==> src/rtl/counter_pkg.sv <==
// counter_pkg: shared mode/direction constants and sizing helper for the up/down counter
package counter_pkg;
    localparam logic MODE_WRAP = 1'b0;
    localparam logic MODE_SAT  = 1'b1;
    localparam logic DIR_DOWN  = 1'b0;
    localparam logic DIR_UP    = 1'b1;
    function automatic int clog2(input int v);
        int r;
        r = 0;
        while ((1 << r) < v) r++;
        return r;
    endfunction
endpackage

==> src/rtl/counter_prescaler.sv <==
// counter_prescaler: issues step_req once every PRESCALE enabled cycles
module counter_prescaler
    import counter_pkg::*;
#(
    parameter int PRESCALE = 1
) (
    input  logic clock,
    input  logic clear,
    input  logic en,
    input  logic restart,
    output logic step_req
);
    localparam int PW = clog2(PRESCALE) > 0 ? clog2(PRESCALE) : 1;
    localparam logic [PW-1:0] LAST = PW'(PRESCALE - 1);
    logic [PW-1:0] cnt;
    assign step_req = en && cnt == LAST;
    always_ff @(posedge clock or posedge clear)
        if (clear) cnt <= '0;
        else if (restart || step_req) cnt <= '0;
        else if (en) cnt <= cnt + PW'(1);
endmodule

==> src/rtl/mod_updown_counter.sv <==
// mod_updown_counter: modulo up/down counter with wrap/saturate, load, prescaler and sticky flags
module mod_updown_counter
    import counter_pkg::*;
#(
    parameter int WIDTH     = 8,
    parameter int MAX_COUNT = 255,
    parameter int PRESCALE  = 1
) (
    input  logic             clock,
    input  logic             clear,
    input  logic             en,
    input  logic             up,
    input  logic             sat_mode,
    input  logic             load,
    input  logic [WIDTH-1:0] load_value,
    input  logic             flag_clr,
    output logic [WIDTH-1:0] count,
    output logic             tick,
    output logic             tc,
    output logic             ovf,
    output logic             unf
);
    localparam logic [WIDTH-1:0] MAXV = WIDTH'(MAX_COUNT);
    if (MAX_COUNT < 1 || longint'(MAX_COUNT) > (longint'(1) << WIDTH) - 1) begin : g_bad_max
        $error("MAX_COUNT out of range");
    end
    if (PRESCALE < 1 || PRESCALE > 65535) begin : g_bad_pre
        $error("PRESCALE out of range");
    end
    logic step_req, step, at_top, at_bot, bnd;
    logic [WIDTH-1:0] nxt;
    counter_prescaler #(.PRESCALE(PRESCALE)) u_pre (
        .clock(clock), .clear(clear), .en(en), .restart(load), .step_req(step_req)
    );
    always_comb begin
        step   = step_req & ~load;
        at_top = count == MAXV;
        at_bot = count == '0;
        bnd    = step & (up == DIR_UP ? at_top : at_bot);
        nxt    = load ? (load_value > MAXV ? MAXV : load_value)
               : !step ? count
               : up == DIR_UP ? (at_top ? (sat_mode == MODE_SAT ? count : '0) : count + WIDTH'(1))
               : (at_bot ? (sat_mode == MODE_SAT ? count : MAXV) : count - WIDTH'(1));
    end
    always_ff @(posedge clock or posedge clear)
        if (clear) begin
            count <= '0;
            tick  <= 1'b0;
            tc    <= 1'b0;
            ovf   <= 1'b0;
            unf   <= 1'b0;
        end else begin
            count <= nxt;
            tick  <= step;
            tc    <= bnd;
            ovf   <= (bnd & up) | (ovf & ~flag_clr);
            unf   <= (bnd & ~up) | (unf & ~flag_clr);
        end
endmodule

==> config.mk <==
export PLATFORM = sky130hd
export DESIGN_NAME = mod_updown_counter
export DESIGN_NICKNAME = d
export VERILOG_FILES = /design/src/rtl/counter_pkg.sv /design/src/rtl/counter_prescaler.sv /design/src/rtl/mod_updown_counter.sv
export SDC_FILE = /design/constraint.sdc
export NUM_CORES = 1
export LEC_CHECK = 0
export CORE_MARGIN = 1
export CORE_UTILIZATION = 44
export CTS_CLUSTER_SIZE = 16
export DETAILED_ROUTE_END_ITERATION = 8
export PLACE_DENSITY = 0.73
export SLEW_MARGIN = 10
export SYNTH_ARGS = -nofsm -noshare
export SYNTH_HDL_FRONTEND = slang
export SYNTH_SLANG_ARGS = --single-unit
==> constraint.sdc <==
create_clock -name clock -period 2 [get_ports clock]
set_input_delay 0.6 -clock clock [delete_from_list [all_inputs] [get_ports clock]]
set_output_delay 0.6 -clock clock [all_outputs]
set_load 0.005 [all_outputs]
======== Yosys cells after proc, flatten, opt, wreduce, memory -nomap -nowiden ========
Index checks and enable logic that the tools add are counted.
storage, ports and cells
  bits in registers ....................... 13
  output and inout port bits .............. 12
  word-level logic and storage cells ...... 42
cells by class
  add/subtract/negate cells ............... 3
  order comparisons ....................... 1
  equality and inequality tests ........... 3
  multiplexer cells ....................... 11
  bitwise logic cells ..................... 12
  reductions and logical operators ........ 6
operators with widths
  kind                                                                number
  8-bit two-way mux                                                   8
  8-bit by 1-bit adder with 8-bit output, second input constant       1
  8-bit equality test, second input constant                          1
  8-bit > comparator, second input constant                           1
  8-bit logical NOT                                                   1
  4-bit != test, second input constant                                2
  8-bit by 1-bit subtractor with 8-bit output, second input constant  1
  1-bit AND                                                           6
  1-bit NOT                                                           4
  2-bit nonzero test                                                  2
  1-bit two-way mux                                                   3
  3-bit AND reduction                                                 1
  1-bit OR                                                            2
  1-bit adder, second input constant                                  1
  1-bit logical AND                                                   1
  1-bit logical OR                                                    1

======== Logic depth before layout (Yosys ltp) ========
Gate-level depths: netlist of the first run.
  word-level depth ........................ 6
  mapped depth ............................ 9
  mapped depth without buffers ............ 7

======== By module ========
Synthesis of the first run repeated with hierarchy kept, for this count alone.
second synthesis, totals
  cells, all modules ...................... 131
  area total of the unflattened synthesis .. 1,108.6 sq um
by module, submodules not included
  module              times used  cells an instance  area an instance (sq um)  seq. area each (sq um)
  mod_updown_counter  1           127                1,058.5                   300.3
  counter_prescaler   1           4                  50.0                      25.0

======== Worst setup path before layout of the first run ========
No wires, ideal clock.
  kind .................................... flip-flop to flip-flop
  start ................................... register count[1]
  end ..................................... register count[2]
  setup time .............................. 0.124 ns
  arrival ................................. 1.807 ns
  data required time ...................... 1.876 ns
  setup slack ............................. 0.069 ns
  stages on the path, launching flop included .. 10
  buffers on the path ..................... 2
  clock period less this slack ............ 1.931 ns
  cell sequence ........................... dfrtp_1 clkbuf_1 inv_1 ha_1 nor4b_4 a2bb2o_4 a21oi_4 buf_6 a21oi_2 a211o_1
between the ends
  longest elaborated chain between the ends .. 5
ends and longest elaborated chain
  item                                                                 RTL line                                            RTL
  start, declared                                                      mod_updown_counter.sv:17                            output logic [WIDTH-1:0] count,
  start signal, assigned                                               mod_updown_counter.sv:53                            count <= nxt;
  8-bit by 1-bit subtractor with 8-bit output (tied with other cells)  mod_updown_counter.sv:43                            : (at_bot ? (sat_mode == MODE_SAT ? count : MAXV) : count - WIDTH'(1));
  8-bit two-way mux, on equally long branches                          mod_updown_counter.sv:43, mod_updown_counter.sv:42
  8-bit two-way mux                                                    mod_updown_counter.sv:42                            : up == DIR_UP ? (at_top ? (sat_mode == MODE_SAT ? count : '0) : count + WIDTH'(1))
  8-bit two-way mux                                                    mod_updown_counter.sv:41                            : !step ? count
  8-bit two-way mux                                                    mod_updown_counter.sv:40                            nxt = load ? (load_value > MAXV ? MAXV : load_value)
Several ways; a longest one is shown, not always the timed one. The select of a mux whose other input is x is not followed.
A chain may end at the register's enable or synchronous reset.

======== Worst setup path in the final report of the first run ========
  start ................................... register count[4]
  end ..................................... output count[4]
No word-level cell between the ends.

==> results.cfg, run 1 <==
[hold_path]
hold_start = u_pre.cnt
hold_end = u_pre.cnt
hold_depth = 1
hold_class = reg2reg

[placement]
port_buffers = 26
place_inst = 185
hpwl_mm = 2.180
gp_congestion = 0.9164

[route]
drt_first_pass_iters = 4
dr_wl_met2_mm = 1.440
wire_per_inst_microns = 15.49
postRouteAntennaNets = 0
routed_wl_mm = 2.943
drc = 0
wl_met3_microns = 87
drtIter0Drc = 20
vias = 1089
viasPerCell = 5.732
topRoutingLayerUsed = met4
drt-met1-wl_mm = 1.386

[final_layout]
fin_util_pct = 66.23
final_cell_mix = clkdlybuf4s50_1 (25), buf_4 (18), nand2_1 (10)
mostFrequentLayoutCell = clkdlybuf4s50_1
final_cells = 190
syn_to_final_growth_pct = 37.87
nets = 181
drive_gt1_share_pct = 25.31
diodes = 0

[sta]
max_freq_mhz = 511.9
rsz0062_at_grt = no
hold-worst-slack_ns = 0.5365
fin_skew_ns = 0.001082
slew_violations = 0
worstMarginPinSlew_ns = 0.5076
slew_headroom_pct = 66.12
finalCritPeriodShare_pct = 97.68
hold_violations = 0
fin_setup_tns_ns = 0
min_period_ns = 1.954
setup_viol = 0

[power_and_ir_drop]
power.internal_mw = 0.5371
finalPower_mw = 0.8464
pwr-share-comb_pct = 39.1
netSwitchingFraction_pct = 36.54
p_seq_share_pct = 39.0
irDropWorstVdd_uv = 338.6
power.density_mw_per_mm2 = 556.3
switchingPower_mw = 0.3092
clkPwrFrac_pct = 21.8
leakagePower_nw = 0.6442

[yosys]
yosys_most_used_dff = dfrtp_1
synth-async-reset-ratio_pct = 100.0
synth_edf_count = 0
synthesis.instances = 123
yosys_warnings = 0
syn_area_sq_mm = 0.001104
ys_seq_elements = 13
post_synth.cell_area_avg_sq_um = 8.972
synth_cell_type_count = 55
ys_seq_area_share_pct = 29.48
synth_fp_nets = 141

[critical_path]
r2r-start = count[0]
path_depth = 1
crit_path_top_delay_cell = clkdlybuf4s50_1
cp_top_family = buffers and inverters
path_buf_inv = 1
critical_path_class = reg2out
r2r_end = count[2]
start_kind = register
critical_path_arrival_ns = 1.35
rrSetupSlack_ns = 0.09
worst-r2r-cell-count = 8
endpoint_kind = output pin
path_max_fanout = 9
cp_cell_sequence = clkdlybuf4s50_1
cpPeakStageDelay_ns = 0.55
worst_ep_required_time_ns = 1.40

[flow_run]
maxCapViolations = 0

[clock_network]
hold_buffers = 0
cts_sinks = 13
numCtsBuffers = 3
clock_latency_ns = 0.29
cts_tree = built
clk_pin_slew_worst_paths_ns = 0.10
clock_path_buffers = 2
htree_levels = 1
cts_root_buffer = clkbuf_4

[grt]
grt_pass1_wl_mm = 4.843
grt_max_degree = 24
grt_pass1_vias = 1064
grtUsageTotal_pct = 25.20
grt_overflow = 0
antenna_found_initial = 0

[die]
placementRows = 17
die_y_microns = 52.08
start_util_pct = 48.04
core-area_sq_mm = 0.002297
io-pin-count = 27
fp.dieW_microns = 52.08
fp.dieArea_sq_mm = 0.002712

[outcome]
outcome = complete, no violations
registers in the layout (all words and copies together), names as in the netlist:
signal and cells:
unf 1, ovf 1, count 8, tc 1, tick 1, u_pre.cnt 1
through the flow:
step,area (sq um),worst slack [ns]
finish,1521,0.04634
global route,1521,0.008078
CTS,1513,0.01226
detailed placement,1483,-0.3502
global placement,1483,-0.3089
floorplan,1104,0.06931
synth_stat cells (all sizes together) (2+ instances only):
cell type,number,share of area [%]
inv,8,2.7
or2,2,1.1
nor3,4,2.7
nor2,5,1.7
buf,7,4.6
o311ai,2,2.3
a31oi,2,1.1
o22ai,2,1.1
nand3,2,0.91
mux2i,3,2.7
clkbuf,3,1.1
nand4,2,1.7
a22oi,2,1.4
o21ai,14,6.3
nor4,3,3.1
a21oi,8,5.0
ha,3,3.4
nand2,11,4.0
dfrtp,13,29
nor2b,2,1.1
nand2b,3,1.7
repair_timing:
item	in CTS	in global routing
buffers inserted	0	1
gates resized for setup	4	1
setup endpoints to repair	7	2
how the worst max path moves through the flow:
stage / startpoint / to / slack [ns]
finish: count[4] / count[4] / 0.05
global route: count[1] / count[5] / 0.008
CTS: count[7] / count[7] / 0.01
detailed placement: up / count[2] / -0.35
global placement: up / count[2] / -0.31
floorplan: count[1] / count[2] / 0.07
per-layer routing:
metal | vias up | global-route usage [%]
met3 | 4 | 3.801
met5 | - | 0
met1 | 526 | 33.63
met4 | 0 | 8.108
li1 | 536 | -
met2 | 23 | 41.24
power by group through the flow:
| stage | Combinational (mW) | Sequential [mW] | Clock, mW |
|---|---|---|---|
| 2_1_floorplan | 0.195 | 0.319 | 0 |
| 3_3_place_gp | 0.317 | 0.331 | 0 |
| 3_5_place_dp | 0.324 | 0.333 | 0 |
| 4_1_cts | 0.326 | 0.330 | 0.183 |
| 5_1_grt | 0.360 | 0.334 | 0.198 |
| 6_report | 0.331 | 0.330 | 0.185 |
logic make-up (layout without fill, tap and decap cells):
family	Yosys count	after routing	synth area share, %
DFF	13	13	29.48
and+or+nand+nor	42	42	25.63
muxes	3	3	2.721
buffers and inverters	18	57	8.502
xor gates and xnor gates	2	2	1.588
AOI/OAI and AO/OA	42	42	28.69
adders and majority gates	3	3	3.402
final cells by class:
| class | instances | area [sq um] |
|---|---|---|
| clock buffers | 3 | 22.52 |
| clock inverters | 1 | 5.005 |
| fillers | 208 | 775.7 |
| inverters | 8 | 30.03 |
| multi-input cells | 92 | 684.4 |
| flip-flops and latches | 13 | 330.3 |
| well taps | 28 | 35.03 |
| repair buffers | 45 | 414.1 |
No activity file was read; power rests on OpenSTA's default activity.
==> run 2, diff against run 1 <==
--- a/config.mk
+++ b/config.mk
@@ -5,10 +5,12 @@
 export SDC_FILE = /design/constraint.sdc
 export NUM_CORES = 1
 export LEC_CHECK = 0
+export ABC_AREA = 1
 export CORE_MARGIN = 1
 export CORE_UTILIZATION = 44
 export CTS_CLUSTER_SIZE = 16
 export DETAILED_ROUTE_END_ITERATION = 8
+export GPL_TIMING_DRIVEN = 0
 export PLACE_DENSITY = 0.73
 export SLEW_MARGIN = 10
 export SYNTH_ARGS = -nofsm -noshare
==> results.cfg, run 2 <==
[outcome]
outcome = complete, no violations

[final_layout]
largest_reg_flops = 8
syn_to_final_growth_pct = 27.75
final_cell_mix = nand2_1 (42), nand3_1 (26), clkdlybuf4s50_1 (25)
diodes = 0
mostFrequentLayoutCell = nand2_1
final_cells = 226
drive_gt1_share_pct = 18.37
regMostFlops = count
nets = 215
fillers = 260

[power_and_ir_drop]
pwr-share-comb_pct = 42.0
irDropWorstVdd_uv = 408.1
netSwitchingFraction_pct = 38.55
p_seq_share_pct = 37.7
power.density_mw_per_mm2 = 584.3
clkPwrFrac_pct = 20.4
switchingPower_mw = 0.3269
power.internal_mw = 0.5211
finalPower_mw = 0.8480
leakagePower_nw = 0.6891

[clock_network]
hold_buffers = 0
cts_root_buffer = clkbuf_4
cts_setup_buffers = 0
clk_pin_slew_worst_paths_ns = 0.09
numCtsBuffers = 3
clock_path_buffers = 2
cts_resized = 1
htree_levels = 1
cts_sinks = 13
cts_tree = built
clock_latency_ns = 0.29

[yosys]
synth_top_area_cell = dfrtp_1
yosys_most_used_dff = dfrtp_1
ys_seq_area_share_pct = 28.63
post-synth-top-count-cell = nand2_1
synthTopCellsByArea = dfrtp_1 (29%), nand2_1 (14%), nand3_1 (11%)
synth-async-reset-ratio_pct = 100.0
synth_cell_type_count = 26
yosys_warnings = 0
synth_fp_nets = 185
ys_seq_elements = 13
synth_edf_count = 0
post_synth.cell_area_avg_sq_um = 6.803
netlist.area_leader.share_pct = 28.63
synthesis.instances = 167
syn_area_sq_mm = 0.001136
yosys-top-cells-count = nand2_1 (42), nand3_1 (26), inv_1 (16)

[route]
drc = 0
wire_per_inst_microns = 13.29
drt_first_pass_iters = 4
vias = 1173
drtIter0Drc = 12
routed_wl_mm = 3.003
postRouteAntennaNets = 0
viasPerCell = 5.190

[sta]
finalCritPeriodShare_pct = 96.29
worstMarginPinSlew_ns = 0.5626
slew_headroom_pct = 62.45
min_period_ns = 1.926
max_freq_mhz = 519.2
fin_setup_tns_ns = 0
rsz0062_at_grt = no
timing.final.ws_setup_ns = 0.07413
fin_skew_ns = 0.007731
hold_violations = 0
setup_viol = 0
slew_violations = 0

[grt]
grt_overflow = 0
grt_pass1_wl_mm = 5.133
grt_pass1_vias = 1106
antenna_found_initial = 0
grtUsageTotal_pct = 25.54
grt_max_degree = 14

[die]
placementRows = 18
fp.dieW_microns = 52.82
io-pin-count = 27
start_util_pct = 46.28
fp.dieArea_sq_mm = 0.002789
core-area_sq_mm = 0.002455
die_y_microns = 52.82

[critical_path]
path_max_fanout = 8
cp_top_family = buffers and inverters
start_kind = register
critical_path_class = reg2out
cpPeakStageDelay_ns = 0.55
crit_path_top_delay_cell = clkdlybuf4s50_1
critical_path_arrival_ns = 1.33
cp_cell_sequence = clkdlybuf4s50_1
endpoint_kind = output pin
worst_ep_required_time_ns = 1.40
path_buf_inv = 1

[placement]
hpwl_mm = 2.303
port_buffers = 25
place_inst = 222
pre_cts_slack_ns = -0.1894
gp_congestion = 0.9004

[flow_run]
maxCapViolations = 0

[hold_path]
hold_class = reg2reg
run 2: routing by layer:
layer,track usage (%),part of all wire (%)
met1,33.16,46
met2,44.94,50
met3,2.029,3.0
met4,6.579,1.0
met5,0,0
run 2: area by class of cell:
class	count	area (sq um)	share of cell area [%]
clock buffer	4	26.28	1.810
tap	30	37.54	2.586
sequential	13	326.6	22.50
timing repair buffer	25	250.2	17.24
buffer	5	26.28	1.810
inverter	20	75.07	5.172
multi-input combinational	129	709.4	48.88
run 2: worst reg2reg max path: stages (launching register included):
cell and delay (ns):
dfrtp_1 0.43, inv_1 0.20, ha_1 0.21, nand3_1 0.09
nor2_2 0.19, nand3_2 0.12, inv_1 0.11, nor2_4 0.07
nand3_1 0.08, o21ai_1 0.06
run 2: worst paths after layout:
path	to	startpoint	depth (start not counted)	slack [ns]
setup / recovery	count[6]	count[6]	1	0.07
hold / removal	u_pre.cnt	u_pre.cnt	2	0.51
setup reg to reg	count[2]	count[0]	9	0.32
hold reg to reg	u_pre.cnt	u_pre.cnt	2	0.51
max in group asynchronous	count[3]	clear	2	0.92
min in group asynchronous	tick	clear	2	0.68
run 2: stage by stage:
step / instance area [sq um] / hold slack (ns) / util (%)
floorplan: 1136 / 0.4739 / -
global placement: 1424 / 0.4930 / 58.00
detailed placement: 1424 / 0.4961 / 58.00
CTS: 1451 / 0.5087 / 59.12
global route: 1451 / 0.5296 / 59.12
finish: 1451 / 0.5112 / 59.12
run 2: logic make-up (layout without fill, tap and decap cells):
kind of cell	after synthesis	in the layout	synth area share, %
simple gates	108	108	49.89
flops	13	13	28.63
compound gates	16	16	7.709
fa+ha+maj	3	3	3.304
xor+xnor	2	2	1.542
buf+inv	25	54	8.920
run 2: power groups by stage:
| stage | clock network (mW) | registers [mW] | logic, mW |
|---|---|---|---|
| 2_1_floorplan | 0 | 0.321 | 0.224 |
| 3_3_place_gp | 0 | 0.323 | 0.347 |
| 3_5_place_dp | 0 | 0.324 | 0.355 |
| 4_1_cts | 0.179 | 0.319 | 0.357 |
| 5_1_grt | 0.191 | 0.325 | 0.401 |
| 6_report | 0.173 | 0.319 | 0.356 |
